[src/rtl/button_debounce_pkg.sv]
// Shared definitions for the button debouncer:
// FSM state encoding and default debounce width.
package button_debounce_pkg;

  typedef enum logic [1:0] {
    STABLE_LO = 2'd0,
    WAIT_HI   = 2'd1,
    STABLE_HI = 2'd2,
    WAIT_LO   = 2'd3
  } db_state_e;

  localparam int unsigned DEF_CNT_BITS = 20;

endpackage

[src/rtl/sync_2ff.sv]
// 1-bit two-flop synchronizer for asynchronous board inputs.
// Resets to 0; reusable for buttons and switches.
module sync_2ff (
  input  logic clk,
  input  logic rst_n,
  input  logic d_i,
  output logic q_o
);

  logic meta_q;
  logic sync_q;

  always_ff @(posedge clk or negedge rst_n) begin
    if (!rst_n) begin
      meta_q <= 1'b0;
      sync_q <= 1'b0;
    end else begin
      meta_q <= d_i;
      sync_q <= meta_q;
    end
  end

  assign q_o = sync_q;

endmodule

[src/rtl/button_debounce.sv]
// Push-button debouncer: synchronizes btn_in, requires a stable
// level for 2^CNT_BITS+1 cycles, then emits level and edge pulses.
module button_debounce
  import button_debounce_pkg::*;
#(
  parameter int unsigned CNT_BITS = DEF_CNT_BITS
) (
  input  logic clk,
  input  logic rst_n,
  input  logic btn_in,
  output logic btn_level,
  output logic btn_rise,
  output logic btn_fall
);

  localparam logic [CNT_BITS-1:0] CNT_MAX = '1;
  localparam logic [CNT_BITS-1:0] CNT_ONE =
    {{(CNT_BITS-1){1'b0}}, 1'b1};

  logic                sync;
  db_state_e           state_q;
  logic [CNT_BITS-1:0] cnt_q;
  logic                level_q;
  logic                rise_q;
  logic                fall_q;

  sync_2ff u_sync (
    .clk   (clk),
    .rst_n (rst_n),
    .d_i   (btn_in),
    .q_o   (sync)
  );

  always_ff @(posedge clk or negedge rst_n) begin
    if (!rst_n) begin
      state_q <= STABLE_LO;
      cnt_q   <= '0;
      level_q <= 1'b0;
      rise_q  <= 1'b0;
      fall_q  <= 1'b0;
    end else begin
      rise_q <= 1'b0;
      fall_q <= 1'b0;
      unique case (state_q)
        STABLE_LO: begin
          if (sync) begin
            state_q <= WAIT_HI;
            cnt_q   <= '0;
          end
        end
        WAIT_HI: begin
          // any disagreement restarts the whole wait
          if (!sync) begin
            state_q <= STABLE_LO;
            cnt_q   <= '0;
          end else if (cnt_q == CNT_MAX) begin
            state_q <= STABLE_HI;
            level_q <= 1'b1;
            rise_q  <= 1'b1;
          end else begin
            cnt_q <= cnt_q + CNT_ONE;
          end
        end
        STABLE_HI: begin
          if (!sync) begin
            state_q <= WAIT_LO;
            cnt_q   <= '0;
          end
        end
        WAIT_LO: begin
          if (sync) begin
            state_q <= STABLE_HI;
            cnt_q   <= '0;
          end else if (cnt_q == CNT_MAX) begin
            state_q <= STABLE_LO;
            level_q <= 1'b0;
            fall_q  <= 1'b1;
          end else begin
            cnt_q <= cnt_q + CNT_ONE;
          end
        end
      endcase
    end
  end

  assign btn_level = level_q;
  assign btn_rise  = rise_q;
  assign btn_fall  = fall_q;

endmodule
[config.mk]
export PLATFORM = sky130hd
export DESIGN_NAME = button_debounce
export DESIGN_NICKNAME = d
export VERILOG_FILES = /design/src/rtl/button_debounce_pkg.sv /design/src/rtl/sync_2ff.sv /design/src/rtl/button_debounce.sv
export SDC_FILE = /design/constraint.sdc
export NUM_CORES = 1
export LEC_CHECK = 0
export CORE_AREA = 3 3 63 77
export DETAILED_ROUTE_END_ITERATION = 6
export DIE_AREA = 0 0 66 80
export SLEW_MARGIN = 5
export SYNTH_ARGS = -nofsm -noshare
export SYNTH_HDL_FRONTEND = slang
export SYNTH_SLANG_ARGS = --single-unit
export TNS_END_PERCENT = 50
[constraint.sdc]
create_clock -name clk -period 5.3 [get_ports clk]
set_clock_uncertainty 0.15 [all_clocks]
set_input_delay 1.06 -clock clk [delete_from_list [all_inputs] [get_ports clk]]
set_output_delay 1.06 -clock clk [all_outputs]
set_load 0.005 [all_outputs]
Word-level counts from Yosys, hierarchy flattened
Index checks and enable logic that the tools add are counted.

storage, ports and cells
  register bits after elaboration = 27
  bits of input ports = 3
  word-level logic and storage cells = 48

operators by class
  $add $sub $neg = 1
  equality and inequality tests = 12
  muxes and demuxes = 23
  reduce and logical (&&, ||, !) cells = 5

operator list
  kind                                                   number
  2-to-1 mux 20 bit                                      5
  one-hot mux 20 bit (4 select lines)                    1
  adder 20 x 1 -> 20 bit, second input constant          1
  equality test 20 bit, second input constant            1
  2-to-1 mux 2 bit                                       6
  2-to-1 mux 1 bit                                       9
  inequality test 2 bit, second input constant           4
  one-hot mux 2 bit (4 select lines)                     1
  AND reduction 5 bit                                    1
  equality test 2 bit, second input constant             2
  inequality test 2 x 1 -> 1 bit, second input constant  2
  AND reduction 4 bit                                    1
  inequality test 3 x 2 -> 1 bit, second input constant  1
  inequality test 3 bit, second input constant           1
  equality test 2 x 1 -> 1 bit, second input constant    1
  zero test 2 bit                                        1
  one-hot mux 1 bit (2 select lines)                     1
  AND reduction 2 bit                                    1
  nonzero test 2 bit                                     1

Longest topological paths before layout
Gate-level depths: netlist of run 1.

  depth in word-level cells = 4
  depth in mapped cells = 7
  gate-level depth less buffers = 6

By module
From an unflattened synthesis of run 1, not the netlist that was laid out.

unflattened totals
  cell total of the unflattened synthesis = 157
  area, all modules = 1,507.7 um2

by module, submodules not included
  module           times used  cells an instance  area an instance (um2)
  button_debounce  1           155                1,457.6
  sync_2ff         1           2                  50.0

Worst setup path after synthesis of run 1
No wires, ideal clock.

  kind = register to register
  start point = reg cnt_q[8]
  end point = reg level_q, in the netlist btn_level
  setup time = 124 ps
  arrival time = 1,862 ps
  data required time = 5,026 ps
  setup slack = 3,165 ps
  stages on the path, launching flop included = 6
  buffers on the path = 1
  period minus slack after synthesis = 2,135 ps
  cell sequence = dfrtp_1 > nand4_2 > or4_4 > buf_6 > or3_4 > a211o_1

between the ends
  longest elaborated chain between the ends = 3
  elaborated cells on any way between the ends = 4

RTL lines
  element                                   line                                          RTL
  from (decl)                               button_debounce.sv:22                         logic [CNT_BITS-1:0] cnt_q;
  from (signal assigned)                    button_debounce.sv:61                         cnt_q <= cnt_q + CNT_ONE;
  from (signal assigned)                    button_debounce.sv:79                         cnt_q <= cnt_q + CNT_ONE;
  equality test 20 bit (*)                  button_debounce.sv:56, button_debounce.sv:74
  inequality test 2 bit (no source line)    -
  AND reduction 5 bit (no source line) (*)  -
  to (signal assigned)                      button_debounce.sv:38                         level_q <= 1'b0;
  to (signal assigned)                      button_debounce.sv:58                         level_q <= 1'b1;
  to (signal assigned)                      button_debounce.sv:76                         level_q <= 1'b0;
  to (decl)                                 button_debounce.sv:23                         logic level_q;

Every way passes the cells marked *; elsewhere a longest branch is shown, timed or not.
A chain may end at the register's enable or synchronous reset.

Worst setup path in the final report of run 1
  start point = reg level_q, in the netlist btn_level
  end point = out btn_level

RTL lines
  element    line                   RTL
  to (decl)  button_debounce.sv:11  output logic btn_level,

No word-level cell between the ends.

==> results.ini, run 1 <==
[logic_synthesis]
synth_area_leaders = dfrtp_1 47%, o21ai_0 4.2%, o31ai_1 4.2%
synth_top_area_share_pct = 46.7
synth_most_common_cell = dfrtp_1
synth_edf_count = 0
syn_area_mm2 = 0.00145
synth_seq_cells = 27
async_flop_share_pct = 100
syn_inst = 153
synth_area_per_cell_um2 = 9.45
synthTopCellsByCount = 27 x dfrtp_1, 14 x nand2_1, 12 x o21ai_0, 10 x nor2_1
ys_seq_area_share_pct = 46.7
netlist-cell-type-count = 40
synth_nets = 157
synth_area_leader_cell = dfrtp_1
ys.flop_type = dfrtp_1
synth_warnings = 0

[critical_path]
ff2ff_setup_slack_ps = 3070
crit_arrival_ps = 1160
cp_top_family = buffers and inverters
endpoint_kind = output pin
cp.required_ps = 4090
crit_slowest_cell = clkdlybuf4s50_1
start_kind = flip-flop
slowest_delay_ps = 510
cp_cell_sequence = clkdlybuf4s50_1
cp.buffers_inverters = 1
crit_type = reg -> out
path_max_fanout = 3

[clock_tree]
cts_tree = done
cts_hold_buf = 0
clockRootBuffer = clkbuf_8
clock_sinks = 27
clkTransAtPathRegs_ps = 90
cts_resized = 0
clock_latency_ps = 270
clk_path_buf_depth = 2
htreeDepth = 1
cts_buffers = 3
cts_post_setup_buffers_inserted = 0

[routing]
drt_iter0_drc = 91
avgViaCountPerCell = 5.82
drt_wl_total_um = 3130
drtAntennaViolNets = 0
wl_per_cell_um = 14.6
vias = 1245
route.detailed.drc = 0
drt-pass1-iter-count = 4

[floorplanning]
core_mm2 = 0.00420
die_y_um = 80
initial_core_util_pct = 34.5
pin_count = 6
die_x_um = 66
die_area_mm2 = 0.00528
placement_rows = 26

[grt]
grt_pass1_vias = 1158
grt_usage_pct = 12.8
grt_max_degree = 28
antenna_found_initial = 0
grt_overflow = 0
grt_pass1_wl_um = 5290

[run_status]
outcome = completed

[final_layout]
drive_above_1_share_pct = 7.59
fill_cells = 405
fin_nets = 163
antenna_cells = 0
synthToLayoutAreaGrowth_pct = 10.1
stdcell_count = 214

[placed_design]
gp_congestion = 0.880
dp_hpwl_um = 2150
place_inst = 210
io_buffer_count = 5

[timing]
setup_viol = 0
final_hold_viol_count = 0
period_needed_ps = 2370
tns_ps = 0
relSlewSlack_pct = 38.1
worstMarginPinSlew_ps = 925
final_max_slew_viol_count = 0
max_freq_ghz = 0.422
final.period_utilization_pct = 44.7
rsz0062_at_grt = no

[power]
vdd_drop_max_mv = 0.103
p_leak_nw = 0.648
power_density_mw_per_mm2 = 218

[worst_hold_path]
worstHoldPathType = reg -> reg

[flow_run]
cap_viol_max_count = 0

## cell usage in the layout (no fill, tap or decap), types with 3 or more instances in the layout
cell type         n
dfrtp_1          27
nand2_1          14
o21ai_0          12
nor2_1           10
a31oi_1           8
o31ai_1           8
nand3_1           7
nor3_1            7
inv_1             6
nand4_1           5
clkdlybuf4s50_1   5
nor4_1            3
xnor2_1           3
o311ai_0          3
a21oi_1           3
a41oi_1           3
clkbuf_8          3
## per-stage QoR
step	area (µm²)	hold slack, ps	setup slack (ps)	power, W	utilization, %
after floorplan	1450	181	3160	0.000226	-
after global placement	1550	195	3130	0.000234	36.9
after detailed placement	1550	189	3080	0.000235	36.9
after CTS	1590	212	2910	0.000352	38.0
after global routing	1590	215	2860	0.000362	38.0
final	1590	207	2930	0.000348	38.0
## cells by family (layout without fill, tap and decap cells)
| logic type | count (synthesis) | after routing | share of synthesized area [%] |
|---|---|---|---|
| simple gates | 63 | 63 | 24.2 |
| mux | 2 | 2 | 1.47 |
| xor+xnor | 4 | 4 | 2.42 |
| flops | 27 | 27 | 46.7 |
| fa+ha+maj | 1 | 1 | 0.865 |
| buf+inv | 11 | 16 | 3.37 |
| compound gates | 45 | 45 | 20.9 |
## metal layers
layer,wire length [µm],GRT usage [%]
met5,0,0
met4,55,5.28
met3,97,1.83
met2,1510,20.9
met1,1460,16.7
## final timing paths
path,startpoint,endpoint,depth (start not counted)
max,btn_level,btn_level,1
min,u_sync.meta_q,u_sync.q_o,0
max reg2reg,cnt_q[12],btn_level,4
min reg2reg,u_sync.meta_q,u_sync.q_o,0
max in group asynchronous,rst_n,state_q[0],2
min in group asynchronous,rst_n,cnt_q[16],2
## state kept, by name, indices dropped and copies added (netlist names), named ones only
signal and count:
u_sync.meta_q 1, btn_rise 1, u_sync.q_o 1, cnt_q 20, btn_level 1, state_q 1
btn_fall 1
## power breakdown
group | switching [W] | leakage [nW] | total [W] | internal (W)
clock | 0.0000632 | 0.0228 | 0.000117 | 0.0000539
combinational | 0.0000138 | 0.256 | 0.0000200 | 0.00000621
sequential | 0.00000248 | 0.369 | 0.000211 | 0.000208
## area by class of cell
class / count / area, µm² / share of cell area (%)
sequential: 27 / 676 / 42.4
multi-input combinational: 115 / 722 / 45.3
inverter: 6 / 22.5 / 1.41
tap: 56 / 70.1 / 4.40
clock buffer: 4 / 45.0 / 2.83
timing repair buffer: 6 / 57.6 / 3.61
Note: power is estimated with default switching activity, not from simulation.
==> run 2: changes to the inputs <==
Clock period 5.3 ns to 1.94 ns, I/O delays scaled along.
==> run 2 against run 1 <==
Net effect: the run now ends with setup timing left; via count grew 12%; die area is the same; power grew to 2.8 times the previous value; final cell count grew 16%; wire length grew 15%; setup slack lost 3000 ps; highest routed layer unchanged.
==> results.ini, run 2 (same netlist as run 1, synthesis figures left out) <==
[clock_tree]
htreeDepth = 1
clock_latency_ps = 270
clk_path_buf_depth = 2
cts_hold_buf = 0
clock_sinks = 27
clockRootBuffer = clkbuf_8
clkTransAtPathRegs_ps = 100
cts_tree = done
cts_buffers = 3

[placed_design]
post-place-ws_ps = -98.0
place_inst = 238
dp_hpwl_um = 2520
io_buffer_count = 5
gp_congestion = 0.792

[routing]
avgViaCountPerCell = 5.59
drt-pass1-iter-count = 4
vias = 1393
drt_iter0_drc = 54
drtAntennaViolNets = 0
route.detailed.drc = 0
drt_wl_total_um = 3600
wl_per_cell_um = 14.5

[floorplanning]
pin_count = 6
die_x_um = 66
initial_core_util_pct = 34.5
placement_rows = 26
die_area_mm2 = 0.00528
core_mm2 = 0.00420
die_y_um = 80

[critical_path]
r2r_cells = 5
r2r_end = btn_level
reg2reg_from = cnt_q[0]
slowest_delay_ps = 500
endpoint_kind = flip-flop
cp_cell_sequence = ha_2 -> nand2_2 -> or4_4 -> or3_4 -> a211o_1
cp.required_ps = 1950
crit_arrival_ps = 2070
critPathLaunch = cnt_q[0]
ff2ff_setup_slack_ps = -110
crit_type = reg -> reg
path_max_fanout = 4
critPathCapture = btn_level
crit_slowest_cell = or4_4
start_kind = flip-flop

[final_layout]
antenna_cells = 0
stdcell_count = 249
fill_cells = 379
final-seq-area_um2 = 677
fin_util_pct = 47.1
regMostFlops = cnt_q
largest_register_ffs = 20
final_cell_mix = 34 x buf_4, 26 x dfrtp_1, 13 x nand2_1, 7 x o21ai_0, 7 x o31ai_1
synthToLayoutAreaGrowth_pct = 36.8
drive_above_1_share_pct = 31.6
multi_input_area_um2 = 818
fin_nets = 198
mostFrequentLayoutCell = buf_4

[timing]
period_needed_ps = 2050
relSlewSlack_pct = 74.2
final_max_slew_viol_count = 0
final.period_utilization_pct = 106
tns_ps = -349
setup_viol = 8
final_hold_viol_count = 0
worstMarginPinSlew_ps = 384
max_freq_ghz = 0.487
fin_ws_ps = -115
rsz0062_at_grt = yes

[grt]
use_met2_pct = 25.6
grt_overflow = 0
antenna_found_initial = 0
grtUsageMet3_pct = 2.68
grt_usage_pct = 14.3
grt_max_degree = 28
grt_pass1_vias = 1365
grt_pass1_wl_um = 6040
top_usage_layer = met2
grt.met1_usage_pct = 17.1

[run_status]
outcome = complete, but fails checks
failed_checks = setup timing

[power]
power_density_mw_per_mm2 = 498
p_leak_nw = 0.843
vdd_drop_max_mv = 0.500

[worst_hold_path]
worstHoldPathType = reg -> reg

[flow_run]
cap_viol_max_count = 0

run 2: critical path: cells and delay by family, from the launching register on:
family,cells,cell delay (ps)
compound gates,1,290
fa+ha+maj,1,190
flops,1,380
simple gates,3,930
run 2: power by group:
group | internal (W) | switching, W | leakage (nW)
clock network | 0.000147 | 0.000178 | 0.0228
logic | 0.0000356 | 0.0000474 | 0.453
registers | 0.000569 | 0.00000662 | 0.367
run 2: final cells by class:
cell class              instances  area share (%)
inverters                       6            1.14
repair buffers                 41            17.5
clock buffers                   4            2.28
flip-flops and latches         27            34.2
well taps                      56            3.54
multi-input cells             115            41.4
run 2: worst min-delay path by stage:
stage                        startpoint    endpoint  cells after the start
after floorplan                   rst_n   async pin                      0
after global placement    u_sync.meta_q  u_sync.q_o                      0
after detailed placement  u_sync.meta_q  u_sync.q_o                      0
after CTS                 u_sync.meta_q  u_sync.q_o                      0
after global routing      u_sync.meta_q  u_sync.q_o                      0
final                     u_sync.meta_q  u_sync.q_o                      0
run 2: timing repair:
action / in CTS / in global routing
gates cloned: 0 / 1
gates resized for setup: 6 / 21
buffers inserted: 2 / 4
pin swaps: 1 / 4
endpoints found under the setup margin: 7 / 20
hold endpoints to repair: 0 / 0
run 2: through the flow:
step	hold slack, ps	power, W	area [µm²]
after floorplan	-57.6	0.000616	1450
after global placement	187	0.000650	1760
after detailed placement	187	0.000653	1760
after CTS	208	0.000976	1840
after global routing	224	0.00102	1980
final	206	0.000984	1980
run 2: per-layer routing:
metal  vias up  share of wire [%]
li1        666                  -
met1       677                 40
met2        42                 53
met3         8                4.7
met4         0                1.6
met5         -                  0
==> run 3: changes to the inputs <==
--- a/constraint.sdc
+++ b/constraint.sdc
@@ -3,3 +3,3 @@
 set_input_delay 0.388 -clock clk [delete_from_list [all_inputs] [get_ports clk]]
 set_output_delay 0.388 -clock clk [all_outputs]
-set_load 0.005 [all_outputs]
+set_load 0.1 [all_outputs]
==> run 3 against run 2 <==
Net effect: the flow still finishes with violations (setup timing); via count up 1.4%; highest routed layer unchanged; clock power hardly changed; global-route usage rose by 0.74 points; power fell by 0.69%; hold slack improved by 8.8 ps; sequential power is essentially flat; core utilization is 0.86 points lower.
==> results.ini, run 3 (same netlist as run 1, synthesis figures left out) <==
[run_status]
outcome = complete, but fails checks
failed_checks = setup timing

[flow_run]
cap_viol_max_count = 0

[floorplanning]
die_x_um = 66
core_mm2 = 0.00420
die_area_mm2 = 0.00528
pin_count = 6
placement_rows = 26
die_y_um = 80
initial_core_util_pct = 34.5

[routing]
drtAntennaViolNets = 0
wl_per_cell_um = 14.6
drt_wl_total_um = 3630
drt-pass1-iter-count = 5
route.detailed.drc = 0
drt_iter0_drc = 27
avgViaCountPerCell = 5.67
vias = 1412

[timing]
final_hold_viol_count = 0
period_needed_ps = 1990
max_freq_ghz = 0.503
worstMarginPinSlew_ps = 417
relSlewSlack_pct = 72.0
tns_ps = -88.6
fin_ws_ps = -46.2
rsz0062_at_grt = yes
final_max_slew_viol_count = 0
final.period_utilization_pct = 102
setup_viol = 2

[final_layout]
multi_input_area_um2 = 776
drive_above_1_share_pct = 32.6
final_cell_mix = 36 x buf_4, 26 x dfrtp_1, 13 x nand2_1, 11 x o21ai_0
largest_register_ffs = 20
fin_nets = 198
fill_cells = 404
regMostFlops = cnt_q
antenna_cells = 0
final-seq-area_um2 = 677
synthToLayoutAreaGrowth_pct = 34.3
stdcell_count = 249
mostFrequentLayoutCell = buf_4

[power]
p_switching_w = 0.000233
swShare_pct = 23.8
p_leak_nw = 0.843
clockPowerShare_pct = 33.2
combinationalPowerShare_pct = 7.9
vdd_drop_max_mv = 0.351
p_int_w = 0.000745
power_density_mw_per_mm2 = 503
seq_power_share_pct = 58.9

[critical_path]
endpoint_kind = flip-flop
crit_type = reg -> reg
crit_arrival_ps = 2010
cp.required_ps = 1960
start_kind = flip-flop
path_max_fanout = 4

[clock_tree]
cts_tree = done
htreeDepth = 1
clockRootBuffer = clkbuf_8
clkTransAtPathRegs_ps = 90
clock_latency_ps = 280
cts_buffers = 3
clk_path_buf_depth = 2
clock_sinks = 27

[grt]
grtUsageMet3_pct = 2.39
grt.met1_usage_pct = 17.4
top_usage_layer = met2
grt_pass1_wl_um = 6290
grt_max_degree = 28
grt_overflow = 0
grt_usage_pct = 15.0
use_met2_pct = 27.0
antenna_found_initial = 0
grt_pass1_vias = 1403

[placed_design]
io_buffer_count = 5
post-place-ws_ps = -95.4
dp_hpwl_um = 2620
gp_congestion = 0.818
place_inst = 238

[worst_hold_path]
worstHoldPathType = reg -> reg

run 3: final timing paths:
check | from | to | slack (ps) | depth (start not counted)
min in group asynchronous | rst_n | cnt_q[9] | 340 | 2
setup / recovery | cnt_q[0] | flip-flop | -50 | 7
hold reg to reg | u_sync.meta_q | u_sync.q_o | 220 | 0
max in group asynchronous | rst_n | cnt_q[3] | 1030 | 2
setup reg to reg | cnt_q[0] | flip-flop | -50 | 7
hold / removal | u_sync.meta_q | u_sync.q_o | 220 | 0
run 3: power groups by stage:
stage	registers (W)	logic [W]	clock network, W
final	0.000576	0.0000771	0.000325
after global placement	0.000586	0.0000648	0
after floorplan	0.000586	0.0000305	0
after global routing	0.000577	0.0000846	0.000359
after CTS	0.000575	0.0000732	0.000340
after detailed placement	0.000586	0.0000672	0
run 3: timing repair:
item | 4_1_cts | 5_1_grt
hold buffers | 0 | 0
resized for setup | 7 | 9
setup endpoints to repair | 5 | 15
setup buffers | 2 | 5
endpoints found under the hold margin | 0 | 0
pin swaps | 3 | 2
run 3: metal layers:
metal | wire [µm] | up-vias
li1 | - | 669
met1 | 1470 | 685
met2 | 1910 | 50
met3 | 147 | 8
met4 | 108 | 0
met5 | 0 | -
run 3: area by class of cell:
cell class | count | share of cell area [%]
tap | 56 | 3.61
clock inverter | 1 | 0.258
sequential | 27 | 34.9
multi-input combinational | 115 | 39.9
clock buffer | 3 | 2.13
timing repair buffer | 41 | 18.0
inverter | 6 | 1.16
run 3: worst max-delay path: stages (launching register included):
cell	delay, ps
dfrtp_1	370
ha_2	190
nand2_2	60
or4_4	480
or3_4	370
buf_4	150
nand2_1	60
o21ai_1	60
run 3: through the flow:
step / power, W / hold slack (ps) / util [%] / cell area, µm²
after global routing: 0.00102 / 240 / 46.3 / 1940
after CTS: 0.000988 / 220 / 44.6 / 1870
after floorplan: 0.000616 / -57.6 / - / 1450
after detailed placement: 0.000654 / 197 / 42.6 / 1790
final: 0.000977 / 215 / 46.3 / 1940
after global placement: 0.000650 / 198 / 42.6 / 1790
